<file path="src/rtl/mem_stage.sv">
// Purpose : MEM pipeline stage. Registers the EX bus, extracts load data from SRAM
//           read data and drives the write-back and ID forwarding buses.
// Latency : one cycle from ex_to_mem_bus to both output buses; load data is taken
//           live in the first MEM cycle.
// Backpressure: stall[3]/stall[4] hold or bubble the stage register; while a load
//           is held the first-cycle read data is kept in rdata_hold.
// Ports   : clk, resetn (async active-low), stall[5:0], ex_to_mem_bus,
//           data_sram_rdata, mem_to_wb_bus, mem_to_id_bus, load_busy.
module mem_stage #(
  parameter int EX_TO_MEM_WD = 146,
  parameter int MEM_TO_WB_WD = 136,
  parameter int MEM_TO_ID_WD = 104
) (
  input  logic                    clk,
  input  logic                    resetn,
  input  logic [5:0]              stall,
  input  logic [EX_TO_MEM_WD-1:0] ex_to_mem_bus,
  input  logic [31:0]             data_sram_rdata,
  output logic [MEM_TO_WB_WD-1:0] mem_to_wb_bus,
  output logic [MEM_TO_ID_WD-1:0] mem_to_id_bus,
  output logic                    load_busy
);

  localparam logic [3:0] LC_LW  = 4'b1111;
  localparam logic [3:0] LC_LB  = 4'b0001;
  localparam logic [3:0] LC_LBU = 4'b0010;
  localparam logic [3:0] LC_LH  = 4'b0011;
  localparam logic [3:0] LC_LHU = 4'b0100;

  typedef enum logic {S_IDLE, S_HOLD} state_t;

  logic [EX_TO_MEM_WD-1:0] ex_q;
  state_t                  state_q, state_d;
  logic                    hold_cap;
  logic [31:0]             rdata_hold;

  // Stage register fields
  logic [3:0]  load_code;
  logic        hi_we, lo_we;
  logic [31:0] hi, lo, pc;
  logic        ram_en;
  logic [3:0]  ram_wen;
  logic        sel_rf_res, rf_we;
  logic [4:0]  rf_waddr;
  logic [31:0] ex_result;

  assign {load_code, hi_we, lo_we, hi, lo, pc,
          ram_en, ram_wen, sel_rf_res, rf_we, rf_waddr, ex_result} = ex_q[145:0];

  // Store-side controls were already issued to the SRAM in EX; nothing left to do here.
  logic unused_bits;
  assign unused_bits = ^{stall[5], stall[2:0], ram_en, ram_wen};

  // The register only holds when both the EX/MEM and MEM/WB boundaries stop.
  logic reg_hold;
  assign reg_hold = stall[3] && stall[4];

  always_ff @(posedge clk or negedge resetn) begin
    if (!resetn) begin
      ex_q <= '0;
    end else if (stall[3] && !stall[4]) begin
      ex_q <= '0;
    end else if (!stall[3]) begin
      ex_q <= ex_to_mem_bus;
    end
  end

  logic is_load;
  assign is_load = (load_code == LC_LW)  || (load_code == LC_LB) ||
                   (load_code == LC_LBU) || (load_code == LC_LH) ||
                   (load_code == LC_LHU);

  always_ff @(posedge clk or negedge resetn) begin
    if (!resetn) begin
      state_q <= S_IDLE;
    end else begin
      state_q <= state_d;
    end
  end

  // SRAM data is only valid for one cycle; a held load must keep what it saw then.
  always_comb begin
    state_d  = state_q;
    hold_cap = 1'b0;
    if (!reg_hold) begin
      state_d = S_IDLE;
    end else if (state_q == S_IDLE && is_load) begin
      state_d  = S_HOLD;
      hold_cap = 1'b1;
    end
  end

  always_ff @(posedge clk or negedge resetn) begin
    if (!resetn) begin
      rdata_hold <= '0;
    end else if (hold_cap) begin
      rdata_hold <= data_sram_rdata;
    end
  end

  logic [31:0] data_src;
  logic [7:0]  sel_byte;
  logic [15:0] sel_half;
  logic [31:0] load_data;
  logic [31:0] wb_result;

  assign data_src = (state_q == S_HOLD) ? rdata_hold : data_sram_rdata;

  always_comb begin
    sel_byte  = data_src[7:0];
    sel_half  = ex_result[1] ? data_src[31:16] : data_src[15:0];
    load_data = data_src;
    case (ex_result[1:0])
      2'd0: sel_byte = data_src[7:0];
      2'd1: sel_byte = data_src[15:8];
      2'd2: sel_byte = data_src[23:16];
      default: sel_byte = data_src[31:24];
    endcase
    case (load_code)
      LC_LB:  load_data = {{24{sel_byte[7]}}, sel_byte};
      LC_LBU: load_data = {24'h0, sel_byte};
      LC_LH:  load_data = {{16{sel_half[15]}}, sel_half};
      LC_LHU: load_data = {16'h0, sel_half};
      default: load_data = data_src;
    endcase
  end

  assign wb_result = (sel_rf_res && is_load) ? load_data : ex_result;
  assign load_busy = (state_q == S_IDLE) && is_load;

  assign mem_to_wb_bus = {hi_we, lo_we, hi, lo, pc, rf_we, rf_waddr, wb_result};
  assign mem_to_id_bus = {rf_we, rf_waddr, wb_result, hi_we, lo_we, hi, lo};

endmodule

</file>
<file path="config.mk">
export PLATFORM = sky130hd
export DESIGN_NAME = mem_stage
export DESIGN_NICKNAME = d
export VERILOG_FILES = /design/src/rtl/mem_stage.sv
export SDC_FILE = /design/constraint.sdc
export NUM_CORES = 1
export LEC_CHECK = 0
export CAP_MARGIN = 20
export CELL_PAD_IN_SITES_DETAIL_PLACEMENT = 1
export CELL_PAD_IN_SITES_GLOBAL_PLACEMENT = 2
export CORE_UTILIZATION = 24
export DETAILED_ROUTE_END_ITERATION = 7
export PLACE_DENSITY = 0.78
export RECOVER_POWER = 50
export SLEW_MARGIN = 25
export SYNTH_ARGS = -nofsm -noshare
export SYNTH_HDL_FRONTEND = slang
export SYNTH_SLANG_ARGS = --single-unit
</file>
<file path="constraint.sdc">
create_clock -name clk -period 3 [get_ports clk]
set_input_delay 0.45 -clock clk [delete_from_list [all_inputs] [get_ports clk]]
set_output_delay 0.45 -clock clk [all_outputs]
set_load 0.05 [all_outputs]
</file>
==> metrics <==
status=complete, but fails checks; failing checks=capacitance limit, slew limit, setup timing; Worst Hold Class=primary input to register; die area=43240 um^2; Fmax achieved=325.5 MHz; layout-stage area growth over the synthesis result=49.20%; Cell Area, Placed=14400 um^2; antenna violations before repair=4; CTS max path bufs=2; post-synthesis cell area=10180 um^2; Int Power=5.259 mW; Setup Viol. Count Final=36; dpl cells=1892; Worst-Skew Late Latency=450 ps; First-pass DRT Iterations=4; IO Port Bufs=417; fraction of layout cells with a size suffix above 1=0.1848; Hold-fix buffers, CTS=0; GP Congestion=0.7786; Seq/Total Area, Yosys=0.4277; Antenna Nets Post-Route=0; final worst path period share=1.024; r2r setup slk=460 ps; synth unique cells=42; Pleak=6.635 nW; switching share of power=0.3746; clock slew at reported path FFs=70 ps; max-cap violations=3; pwr dens=553.6 nW/um^2; Crit path largest cell delay=540 ps; Post-Syn Nets=1349; Row Count=75; DRC viols=0; final net count=1570; routed length per instance=18.90 um; core area=41850 um^2; Hold WS=361.9 ps; clock power share=0.271; crit-path most repeated cell=buf_12; crit-path cells=mux2i_1 -> mux4_2 -> nor3_4 -> a41oi_4 -> buf_12 -> a21oi_4 -> buf_12; WP data required=2550 ps; commonest non-fill, non-tap cell in the layout=clkdlybuf4s50_1; Initial Utilization=0.2432; Worst path slowest cell=mux4_2; final hold violation count=0; CP arrival=2620 ps; clock skew=11.83 ps; Tmin final=3072 ps; HPWL Detailed=26.56 mm; combinational share of power=0.388; fin. max-slew vios=227; Post-synth EDFFs=0; design area=15190 um^2; Worst Setup End Kind=output port; Num CTS Buffers=17; vias in the first global route=9133; Post-Route Setup TNS=-1286 ps; footprint of the multi-input gates=3707 um^2; largest net degree at the start of global routing=106; crit path launch type=register; die width=208.0 um; unrepaired setup endpoints after global routing=yes; total global routing overflow=0; Setup WS post-layout=-71.85 ps; Seq pwr share=0.341; Mapped Cells=1163; P_sw=3.149 mW; wirelength, routed=36.58 mm; Initial DRC Count=323; CTS tree=built; critical-path maximum fanout=10; Setup WS pre-CTS=-119.8 ps; CTS root buffer=clkbuf_16; headroom to the max-slew limit=-0.5600; GRT Overall Usage=0.1677; Avg Inst Size Synth=8.753 um^2; total number of vias=8537; most frequent cells in the layout=clkdlybuf4s50_1, dfrtp_1, inv_1, o21ai_0, nand2_1; num ports=427; dominant synthesized flop cell=dfrtp_1; die height=208.0 um; worst setup path class=register to output port; vias per cell=4.410; register area=4358 um^2; yosys warns=0; Fillers=4757; H-tree levels=4; Worst Tran Pin Value=2340 ps; Seq cells post-synth=174; post-synthesis async set-or-reset flop share=1.000; first-pass GRT wire length=54.99 mm; final cell count without fillers=1936; VDD IR max=0.0003376 V; CTS sink count=174
[repair_timing]
action                     in CTS  in global routing
setup endpoints to repair      64                 64
resized for setup              25                 18
hold endpoints to repair        0                  0
cloned                          2                  2
pin swaps                       8                  3
buffers inserted                6                  2
[power groups by stage]
stage / Clock [mW] / Sequential, mW / Combinational, mW
floorplan: 0 / 2.82 / 2.09
global placement: 0 / 2.88 / 3.16
detailed placement: 0 / 2.90 / 3.20
CTS: 2.37 / 2.86 / 3.26
global route: 2.46 / 2.91 / 3.41
finish: 2.28 / 2.87 / 3.26
[Yosys cell counts, types with 2 or more instances]
cell      count  area, um^2
o21ai_0     152       760.7
buf_4       211        1584
buf_1         7       26.28
a22oi_1      14       105.1
a31oi_1       2       12.51
nand3_1      43       215.2
a211oi_1      7       52.55
o21a_1        2       15.01
mux2_2       48       540.5
nand2_1     121       454.2
nor3_1        2       10.01
clkbuf_1     50       187.7
nor2_1       54       202.7
dfrtp_1     174        4354
a221oi_1      6       52.55
and3_1        2       12.51
buf_6         2       22.52
a21oi_1      20       100.1
buf_2         7       35.03
a21o_1        6       45.04
inv_1       142       533.0
o22ai_1       8       50.05
and2_1        2       12.51
mux2i_1      51       510.5
a21oi_2      11       96.34
nor2b_1       3       18.77
[metal layers]
layer  up-vias  part of all wire  track usage
met4         6             0.020      0.05415
met2       291              0.50       0.2895
li1       3992                 -            -
met1      4204              0.41       0.1964
met3        44             0.065      0.05328
met5         -           0.00098            0
[logic make-up (layout without fill, tap and decap cells)]
| logic type | after synthesis | after routing | synth area share |
|---|---|---|---|
| AOI/OAI and AO/OA | 234 | 236 | 0.1335 |
| DFF | 174 | 174 | 0.4277 |
| xor gates and xnor gates | 1 | 1 | 0.0008605 |
| and+or+nand+nor | 233 | 233 | 0.09636 |
| buffers and inverters | 420 | 651 | 0.2350 |
| other | 0 | 1 | 0 |
| muxes | 101 | 101 | 0.1066 |
[path summary, 6_finish.rpt]
path | start | end | cells after the start
worst max-delay path | state_q | mem_to_wb_bus[27] | 7
worst min-delay path | stall[4] | state_q | 3
worst max register to register | ex_q[143] | rdata_hold[30] | 8
worst min register to register | ex_q[71] | ex_q[71] | 2
max in group asynchronous | resetn | ex_q[120] | 2
min in group asynchronous | resetn | ex_q[135] | 1
[cell type report]
| type | count | area share |
|---|---|---|
| diodes | 1 | 0.0001648 |
| clock buffers | 18 | 0.02892 |
| clock inverters | 13 | 0.009226 |
| inverters | 143 | 0.03534 |
| multi-input cells | 571 | 0.2441 |
| flip-flops and latches | 174 | 0.2869 |
| well taps | 539 | 0.04440 |
| repair buffers | 477 | 0.3509 |
[stage by stage]
| step | power [mW] | utilization |
|---|---|---|
| 2_1_floorplan | 4.908 | - |
| 3_3_place_gp | 6.040 | 0.3442 |
| 3_5_place_dp | 6.101 | 0.3442 |
| 4_1_cts | 8.495 | 0.3620 |
| 5_1_grt | 8.778 | 0.3628 |
| 6_report | 8.408 | 0.3629 |
[registers in the layout (all words and copies together) (netlist names)]
signal	flops
ex_q	141
rdata_hold	32
state_q	1
[critical path, delay by kind of cell (launching register included)]
family	cells	cell delay (ps)
multiplexers	2	700
flip-flops	1	490
buffers and inverters	2	430
AO/OA/AOI/OAI	2	350
AND/OR/NAND/NOR	1	200
Power figures use the tool's default switching activity.
